<file path="src/rtl/ft245_sync_bus_arbiter_if.sv">
// FT245-synchronous bus plus streamer/command-sink handshakes, grouped as one bundle.
interface ft245_sync_bus_arbiter_if;
  logic       rxf_n_i;
  logic       txe_n_i;
  logic       rd_n_o;
  logic       wr_n_o;
  logic       oe_n_o;
  logic       adbus_oe_o;
  logic [7:0] adbus_i;
  logic [7:0] adbus_o;
  logic [7:0] tx_data_i;
  logic       tx_valid_i;
  logic       tx_ready_o;
  logic [7:0] rx_data_o;
  logic       rx_valid_o;
  logic       rx_afull_i;
  logic [2:0] state_o;

  // Arbiter side: owns the FT bus strobes and the streamer/sink handshakes.
  modport master (
    input  rxf_n_i, txe_n_i, adbus_i, tx_data_i, tx_valid_i, rx_afull_i,
    output rd_n_o, wr_n_o, oe_n_o, adbus_oe_o, adbus_o, tx_ready_o,
           rx_data_o, rx_valid_o, state_o
  );

  // Environment side: FT2232H pins, streamer and command sink.
  modport slave (
    output rxf_n_i, txe_n_i, adbus_i, tx_data_i, tx_valid_i, rx_afull_i,
    input  rd_n_o, wr_n_o, oe_n_o, adbus_oe_o, adbus_o, tx_ready_o,
           rx_data_o, rx_valid_o, state_o
  );
endinterface

</file>
<file path="src/rtl/ft245_sync_bus_arbiter.sv">
// FT2232H FT245-synchronous bus owner: fair, bounded-burst arbitration between
// host-command reads (RX) and streamer writes (TX), with OE#/RD#/WR# sequencing
// and a turnaround cycle after every read burst.
module ft245_sync_bus_arbiter #(
  parameter int unsigned RX_BURST_MAX = 64,
  parameter int unsigned TX_BURST_MAX = 512
) (
  input  logic                            clk_i,
  input  logic                            rst_i,
  ft245_sync_bus_arbiter_if.master        bus
);

  typedef enum logic [2:0] {
    IDLE     = 3'd0,
    RX_OE    = 3'd1,
    RX_READ  = 3'd2,
    RX_TURN  = 3'd3,
    TX_WRITE = 3'd4
  } state_t;

  localparam logic [7:0]  RX_LAST = 8'(RX_BURST_MAX - 1);
  localparam logic [15:0] TX_LAST = 16'(TX_BURST_MAX - 1);

  state_t      state_q, state_d;
  logic        rd_n_q, oe_n_q, adbus_oe_q;
  logic        rx_valid_q;
  logic [7:0]  rx_data_q;
  logic [7:0]  rx_cnt_q;
  logic [15:0] tx_cnt_q;
  logic        last_tx_q;   // 1 = most recent grant went to TX

  logic rx_req, tx_req, grant_rx, grant_tx;
  logic rx_cap, rx_last, tx_xfer, tx_last;

  // Request qualification, per-cycle transfer detection and next-state selection.
  always_comb begin
    rx_req   = ~bus.rxf_n_i & ~bus.rx_afull_i;
    tx_req   = ~bus.txe_n_i & bus.tx_valid_i;
    // On contention, hand the bus to whichever side did not have it last.
    grant_rx = rx_req & (~tx_req | last_tx_q);
    grant_tx = tx_req & ~grant_rx;
    rx_cap   = ~rd_n_q & ~bus.rxf_n_i;
    rx_last  = rx_cap & (rx_cnt_q == RX_LAST);
    tx_xfer  = (state_q == TX_WRITE) & bus.tx_valid_i & ~bus.txe_n_i;
    tx_last  = tx_xfer & (tx_cnt_q == TX_LAST);
    state_d  = state_q;
    unique case (state_q)
      IDLE: begin
        if (grant_rx)      state_d = RX_OE;
        else if (grant_tx) state_d = TX_WRITE;
      end
      RX_OE:    state_d = RX_READ;
      RX_READ:  if (bus.rxf_n_i | rx_last) state_d = RX_TURN;
      RX_TURN:  state_d = IDLE;
      TX_WRITE: if (~tx_xfer | tx_last) state_d = IDLE;
      default:  state_d = IDLE;
    endcase
  end

  // State, registered strobes (loaded from next state), RX capture and burst counters.
  always_ff @(posedge clk_i) begin
    if (rst_i) begin
      state_q    <= IDLE;
      rd_n_q     <= 1'b1;
      oe_n_q     <= 1'b1;
      adbus_oe_q <= 1'b0;
      rx_valid_q <= 1'b0;
      rx_data_q  <= '0;
      rx_cnt_q   <= '0;
      tx_cnt_q   <= '0;
      last_tx_q  <= 1'b1;
    end else begin
      state_q    <= state_d;
      rd_n_q     <= (state_d != RX_READ);
      oe_n_q     <= ~((state_d == RX_OE) | (state_d == RX_READ));
      adbus_oe_q <= (state_d == TX_WRITE);
      rx_valid_q <= rx_cap;
      if (rx_cap) rx_data_q <= bus.adbus_i;
      if (state_q == IDLE && grant_rx) begin
        rx_cnt_q  <= '0;
        last_tx_q <= 1'b0;
      end else if (rx_cap) begin
        rx_cnt_q  <= rx_cnt_q + 8'd1;
      end
      if (state_q == IDLE && grant_tx) begin
        tx_cnt_q  <= '0;
        last_tx_q <= 1'b1;
      end else if (tx_xfer) begin
        tx_cnt_q  <= tx_cnt_q + 16'd1;
      end
    end
  end

  assign bus.rd_n_o     = rd_n_q;
  assign bus.oe_n_o     = oe_n_q;
  assign bus.adbus_oe_o = adbus_oe_q;
  assign bus.wr_n_o     = ~((state_q == TX_WRITE) & bus.tx_valid_i);
  assign bus.adbus_o    = bus.tx_data_i;
  assign bus.tx_ready_o = (state_q == TX_WRITE) & ~bus.txe_n_i;
  assign bus.rx_data_o  = rx_data_q;
  assign bus.rx_valid_o = rx_valid_q;
  assign bus.state_o    = state_q;

endmodule
</file>
<file path="src/flat_wrapper.sv">
// flat-port wrapper written by rule: the top's interface ports become plain ports
module ft245_sync_bus_arbiter_flat 
#(
  parameter int unsigned RX_BURST_MAX = 64,
  parameter int unsigned TX_BURST_MAX = 512
)
  (clk_i, rst_i, bus_rxf_n_i, bus_txe_n_i, bus_adbus_i, bus_tx_data_i, bus_tx_valid_i, bus_rx_afull_i, bus_rd_n_o, bus_wr_n_o, bus_oe_n_o, bus_adbus_oe_o, bus_adbus_o, bus_tx_ready_o, bus_rx_data_o, bus_rx_valid_o, bus_state_o);
  ft245_sync_bus_arbiter_if bus_i ();
  input  logic clk_i;
  input  logic rst_i;
  input wire logic [$bits(bus_i.rxf_n_i)-1:0] bus_rxf_n_i;
  input wire logic [$bits(bus_i.txe_n_i)-1:0] bus_txe_n_i;
  input wire logic [$bits(bus_i.adbus_i)-1:0] bus_adbus_i;
  input wire logic [$bits(bus_i.tx_data_i)-1:0] bus_tx_data_i;
  input wire logic [$bits(bus_i.tx_valid_i)-1:0] bus_tx_valid_i;
  input wire logic [$bits(bus_i.rx_afull_i)-1:0] bus_rx_afull_i;
  output wire logic [$bits(bus_i.rd_n_o)-1:0] bus_rd_n_o;
  output wire logic [$bits(bus_i.wr_n_o)-1:0] bus_wr_n_o;
  output wire logic [$bits(bus_i.oe_n_o)-1:0] bus_oe_n_o;
  output wire logic [$bits(bus_i.adbus_oe_o)-1:0] bus_adbus_oe_o;
  output wire logic [$bits(bus_i.adbus_o)-1:0] bus_adbus_o;
  output wire logic [$bits(bus_i.tx_ready_o)-1:0] bus_tx_ready_o;
  output wire logic [$bits(bus_i.rx_data_o)-1:0] bus_rx_data_o;
  output wire logic [$bits(bus_i.rx_valid_o)-1:0] bus_rx_valid_o;
  output wire logic [$bits(bus_i.state_o)-1:0] bus_state_o;
  assign bus_i.rxf_n_i = bus_rxf_n_i;
  assign bus_i.txe_n_i = bus_txe_n_i;
  assign bus_i.adbus_i = bus_adbus_i;
  assign bus_i.tx_data_i = bus_tx_data_i;
  assign bus_i.tx_valid_i = bus_tx_valid_i;
  assign bus_i.rx_afull_i = bus_rx_afull_i;
  assign bus_rd_n_o = bus_i.rd_n_o;
  assign bus_wr_n_o = bus_i.wr_n_o;
  assign bus_oe_n_o = bus_i.oe_n_o;
  assign bus_adbus_oe_o = bus_i.adbus_oe_o;
  assign bus_adbus_o = bus_i.adbus_o;
  assign bus_tx_ready_o = bus_i.tx_ready_o;
  assign bus_rx_data_o = bus_i.rx_data_o;
  assign bus_rx_valid_o = bus_i.rx_valid_o;
  assign bus_state_o = bus_i.state_o;
  ft245_sync_bus_arbiter #(.RX_BURST_MAX(RX_BURST_MAX), .TX_BURST_MAX(TX_BURST_MAX)) u_core (.clk_i(clk_i), .rst_i(rst_i), .bus(bus_i));
endmodule
</file>
<file path="config.mk">
export PLATFORM = sky130hd
export DESIGN_NAME = ft245_sync_bus_arbiter_flat
export DESIGN_NICKNAME = d
export VERILOG_FILES = /design/src/rtl/ft245_sync_bus_arbiter_if.sv /design/src/rtl/ft245_sync_bus_arbiter.sv /design/src/flat_wrapper.sv
export SDC_FILE = /design/constraint.sdc
export NUM_CORES = 1
export LEC_CHECK = 0
export CORE_UTILIZATION = 41
export DETAILED_ROUTE_END_ITERATION = 6
export GPL_TIMING_DRIVEN = 0
export MAX_ROUTING_LAYER = met4
export PLACE_DENSITY = 0.67
export RECOVER_POWER = 100
export SLEW_MARGIN = 30
export SYNTH_ARGS = -nofsm -noshare
export SYNTH_HDL_FRONTEND = slang
export SYNTH_SLANG_ARGS = --single-unit
</file>
<file path="constraint.sdc">
create_clock -name clk_i -period 2.6 [get_ports clk_i]
set_input_delay 0.78 -clock clk_i [delete_from_list [all_inputs] [get_ports clk_i]]
set_output_delay 0.78 -clock clk_i [all_outputs]
set_load 0.005 [all_outputs]
</file>
# == After elaboration in Yosys (flattened, before gate mapping) ==
# Index checks and enable logic that the tools add are counted.
# word_totals
ff_bits,40
input_bits,22
out_inout_bits,25
wordCells,53
# classes
addsub,2
n_eq_ne,9
mux,5
bitwise_logic,23
reduce_logical,5
# ops
operator,count
"adder 16 x 1 -> 16 bit, second input constant",1
"== test 16 x 9 -> 1 bit, second input constant",1
2-to-1 mux 3 bit,4
case mux 3 bit (4 select lines),1
AND 1 bit,10
NOT 1 bit,9
"adder 8 x 1 -> 8 bit, second input constant",1
"== test 8 x 6 -> 1 bit, second input constant",1
"== test 3 x 1 -> 1 bit, second input constant",2
"== test 3 x 2 -> 1 bit, second input constant",2
"== test 3 bit, second input constant",2
OR 1 bit,4
OR reduction 2 bit,2
zero test 3 bit,1
"inequality test 3 x 2 -> 1 bit, second input constant",1
logical AND 1 bit,2

# == Logic depth before layout (Yosys ltp) ==
# logic_depth
ltp_word,13
mapped_depth,6

# == Least setup slack after synthesis ==
# No wires, ideal clock.
# synth_path
path_kind,input to register
from,input bus_txe_n_i
to,register u_core.tx_cnt_q[15]
setup_time_ns,0.070
arrival_ns,2.257
path_slack_ns,0.273
stages,4
path_cell_list,or4b_4 or4_4 or3_1 a21oi_1
# synth_via
elab_chain_cells,9
word_cells_on_any_way,10
classes_between,bitwise (8); reduce/logical (2)
# synth_lines
element,line,rtl
"start, declared",flat_wrapper.sv:12,input wire logic [$bits(bus_i.txe_n_i)-1:0] bus_txe_n_i;
NOT 1 bit (*),"ft245_sync_bus_arbiter.sv:38, ft245_sync_bus_arbiter.sv:44",
AND 1 bit,ft245_sync_bus_arbiter.sv:38,tx_req = ~bus.txe_n_i & bus.tx_valid_i;
NOT 1 bit,ft245_sync_bus_arbiter.sv:40,grant_rx = rx_req & (~tx_req | last_tx_q);
OR 1 bit,ft245_sync_bus_arbiter.sv:40,
AND 1 bit,ft245_sync_bus_arbiter.sv:40,
NOT 1 bit,ft245_sync_bus_arbiter.sv:41,grant_tx = tx_req & ~grant_rx;
AND 1 bit,ft245_sync_bus_arbiter.sv:41,
logical AND 1 bit,ft245_sync_bus_arbiter.sv:85,if (state_q == IDLE && grant_tx) begin
OR reduction 2 bit (no line),--,
"end signal, assigned",ft245_sync_bus_arbiter.sv:89,tx_cnt_q <= tx_cnt_q + 16'd1;
"end, declared",ft245_sync_bus_arbiter.sv:29,logic [15:0] tx_cnt_q;
# Every way passes the cells marked *; elsewhere a longest branch is shown, timed or not.
# A chain may end at the register's enable or synchronous reset.

# == Worst setup path after layout ==
# layout_path
from,input bus_rx_afull_i
to,register u_core.tx_cnt_q[13]
# layout_via
elab_chain_cells,7
# layout_lines
element,line,rtl
"start, declared",flat_wrapper.sv:16,input wire logic [$bits(bus_i.rx_afull_i)-1:0] bus_rx_afull_i;
NOT 1 bit,ft245_sync_bus_arbiter.sv:37,rx_req = ~bus.rxf_n_i & ~bus.rx_afull_i;
AND 1 bit,ft245_sync_bus_arbiter.sv:37,
AND 1 bit,ft245_sync_bus_arbiter.sv:40,
NOT 1 bit,ft245_sync_bus_arbiter.sv:41,
AND 1 bit,ft245_sync_bus_arbiter.sv:41,
logical AND 1 bit,ft245_sync_bus_arbiter.sv:85,
OR reduction 2 bit (no line),--,
# Every way passes these cells.

==> impl_metrics.yaml <==
floorplanning:
  initial_core_util: 0.443
  die_h_um: 68.9
  rows: 23
  die_w_um: 68.9
  die_area_sq_mm: 0.00475
  io_pins: 47
  core_sq_mm: 0.00414
finish:
  layout.cells.non_filler: 317
  fill_cells: 415
  nets: 290
  syn2layout_area_growth_pct: 29.4
  design_area_sq_mm: 0.00238
  drive_gt1_frac: 0.0936
  antennaDiodeCount: 0
cts:
  cts.sinks: 40
  clk_latency_ns: 0.29
  cts-buffers-inserted: 5
  h-tree-depth: 2
  ctsLongestPathBuffers: 2
  root_buffer: "clkbuf_8"
  clk_pin_slew_ns: 0.08
  hold_buffers: 0
  cts_tree: "built"
synthesis:
  synth_flop_cell: "dfxtp_1"
  synthTopCellsByCount: "dfxtp_1 (40), nand2_1 (36), nor2_1 (25)"
  synth_cells: 221
  yosys_warnings: 0
  ys_seq_area_frac: 0.436
  ys_ff_latch: 40
  synth_nets: 245
  synth-edff-count: 0
  synth-async-reset-ratio: 0
  yosysTopAreaCellShare: 0.436
  avgSynthCellArea_sq_um: 8.31
  yosysTopAreaCell: "dfxtp_1"
  syn_area_sq_mm: 0.00184
  yosysMostFrequentCell: "dfxtp_1"
  yosys.cell_types.count: 38
  yosys-top-cells-area: "dfxtp_1 (44%), nand2_1 (7.4%), xnor2_1 (5.2%), nor2_1 (5.1%), a21oi_1 (4.6%)"
hold_path:
  worstHoldPathType: "reg -> reg"
global_route:
  antenna_found_initial: 0
  gr-total-overflow: 0
  grt_util_all_layers: 0.183
  grt_pass1_wl_um: 6180
  first_global_vias: 1432
  grt_max_degree: 13
timing:
  whs_ns: 0.451
  worst_slew_pin_slew_ns: 0.496
  fin_crit_sh: 0.964
  hold_viol_final: 0
  final.setup_skew_ns: 0.00608
  setup_violations: 0
  slew_violations: 0
  max-slew-margin-rel: 0.661
  rsz0062_at_grt: "false"
  fmax_ghz: 0.399
  min_period_ns: 2.51
  fin_setup_tns_ns: 0
worst_setup_path:
  critPathRequiredTime_ns: 2.84
  r2r_slack_ns: 0.41
  cp-end-kind: "flop"
  cp_num_buf_inv: 1
  worstPathCellList: "dlygate4sd3_1, or3b_2, a31o_1, or4_1, nand2_1"
  cp_max_fo: 7
  slowest_stage: "dlygate4sd3_1"
  crit_arrival_ns: 2.75
  slowest_delay_ns: 0.55
  cp_top_family: "simple AND/OR/NAND/NOR gates"
  critical_path.startpoint_type: "input pin"
  crit_type: "in -> reg"
placement:
  portBuffers: 37
  placedCellCount: 308
  place_hpwl_um: 2780
  place.gp.congestion: 0.799
  placed_area_sq_mm: 0.00227
routing:
  drtAntennaViolNets: 0
  drcViolationCount: 0
  drt_pre_antenna_iters: 4
  via_per_inst: 5.08
  vias: 1609
  wl_per_cell_um: 12.1
  first_iter_violations: 102
  wirelength_um: 3830
run:
  cap_violations: 0
status:
  status: "completed"
power:
  vdd_ir_drop_max_v: 0.000328
  power_mw: 1.25
  p_sw_frac: 0.219
  power_density_mw_per_mm2: 527
  p_switching_mw: 0.274
  power_frac_clock: 0.393
  p_leak_nw: 0.848
  p_int_mw: 0.978
  pwr-share-comb: 0.102
  pwr-share-seq: 0.504
## flip-flops by register name (all words and copies together), names as in the netlist
register and count:
u_core.tx_cnt_q 16, u_core.bus.rx_data_o 8, u_core.rx_cnt_q 8, u_core.bus.state_o 3
u_core.bus.adbus_oe_o 1, u_core.bus.oe_n_o 1, u_core.bus.rd_n_o 1, u_core.bus.rx_valid_o 1
u_core.last_tx_q 1
## layer usage
metal,up-vias,track usage,part of all wire
met2,40,0.279,0.45
met5,-,-,0
li1,846,-,-
met3,7,0.0395,0.051
met4,0,0.0791,0.017
met1,716,0.233,0.48
## through the flow
stage	util	setup WS, ns
floorplan	-	0.273
global placement	0.548	-0.336
detailed placement	0.548	-0.338
CTS	0.574	0.0254
global route	0.573	0.00810
finish	0.573	0.0941
## worst paths after layout
kind | cells past startpoint | to | from
hold reg to reg | 2 | u_core.bus.rx_data_o[2] | u_core.bus.rx_data_o[2]
setup reg to reg | 5 | u_core.tx_cnt_q[15] | u_core.bus.state_o[0]
hold / removal | 2 | u_core.bus.rx_data_o[2] | u_core.bus.rx_data_o[2]
setup / recovery | 5 | u_core.tx_cnt_q[13] | bus_rx_afull_i
## logic make-up after synthesis
logic type / after synthesis / share of synthesized area
simple gates: 110 / 0.305
flops: 40 / 0.436
compound gates: 32 / 0.101
buf+inv: 20 / 0.0633
xor+xnor: 17 / 0.0811
fa+ha+maj: 2 / 0.0136
## cell usage in the layout, fill, tap and decap left out, types with 8 or more instances in the layout
| cell type | count |
|---|---|
| clkbuf_1 | 8 |
| nand2_1 | 36 |
| buf_4 | 10 |
| nor3_1 | 8 |
| dlygate4sd3_1 | 23 |
| a21oi_1 | 17 |
| nor2_1 | 25 |
| clkdlybuf4s50_1 | 10 |
| xnor2_1 | 11 |
| dfxtp_1 | 39 |
## final cells by class
class                   count  area (sq um)  share of cell area
multi-input cells         161           918               0.387
flip-flops and latches     40           802               0.338
repair buffers             38           369               0.155
plain buffers              16           101              0.0427
clock buffers               6          72.6              0.0305
well taps                  50          62.6              0.0263
clock inverters             2          35.0              0.0147
inverters                   4          15.0             0.00632
## worst register-to-register path, delay by kind of cell (launching register included)
kind,cells,cell delay (ns)
buffers and inverters,1,0.16
flip-flops,1,0.31
AND/OR/NAND/NOR,3,1.53
AO/OA/AOI/OAI,1,0.13
## what timing repair did
action                                  CTS  global route
setup buffers                             0             1
pin swaps                                 0             1
endpoints found under the setup margin    4             2
gates cloned                              0             0
resized for setup                         4             2
## power groups by stage
| stage | Sequential [mW] | Combinational (mW) | Clock [mW] |
|---|---|---|---|
| floorplan | 0.646 | 0.0668 | 0 |
| global placement | 0.646 | 0.135 | 0 |
| detailed placement | 0.646 | 0.136 | 0 |
| CTS | 0.632 | 0.136 | 0.508 |
| global route | 0.633 | 0.142 | 0.526 |
| finish | 0.631 | 0.128 | 0.492 |
No activity file was read; power rests on OpenSTA's default activity.
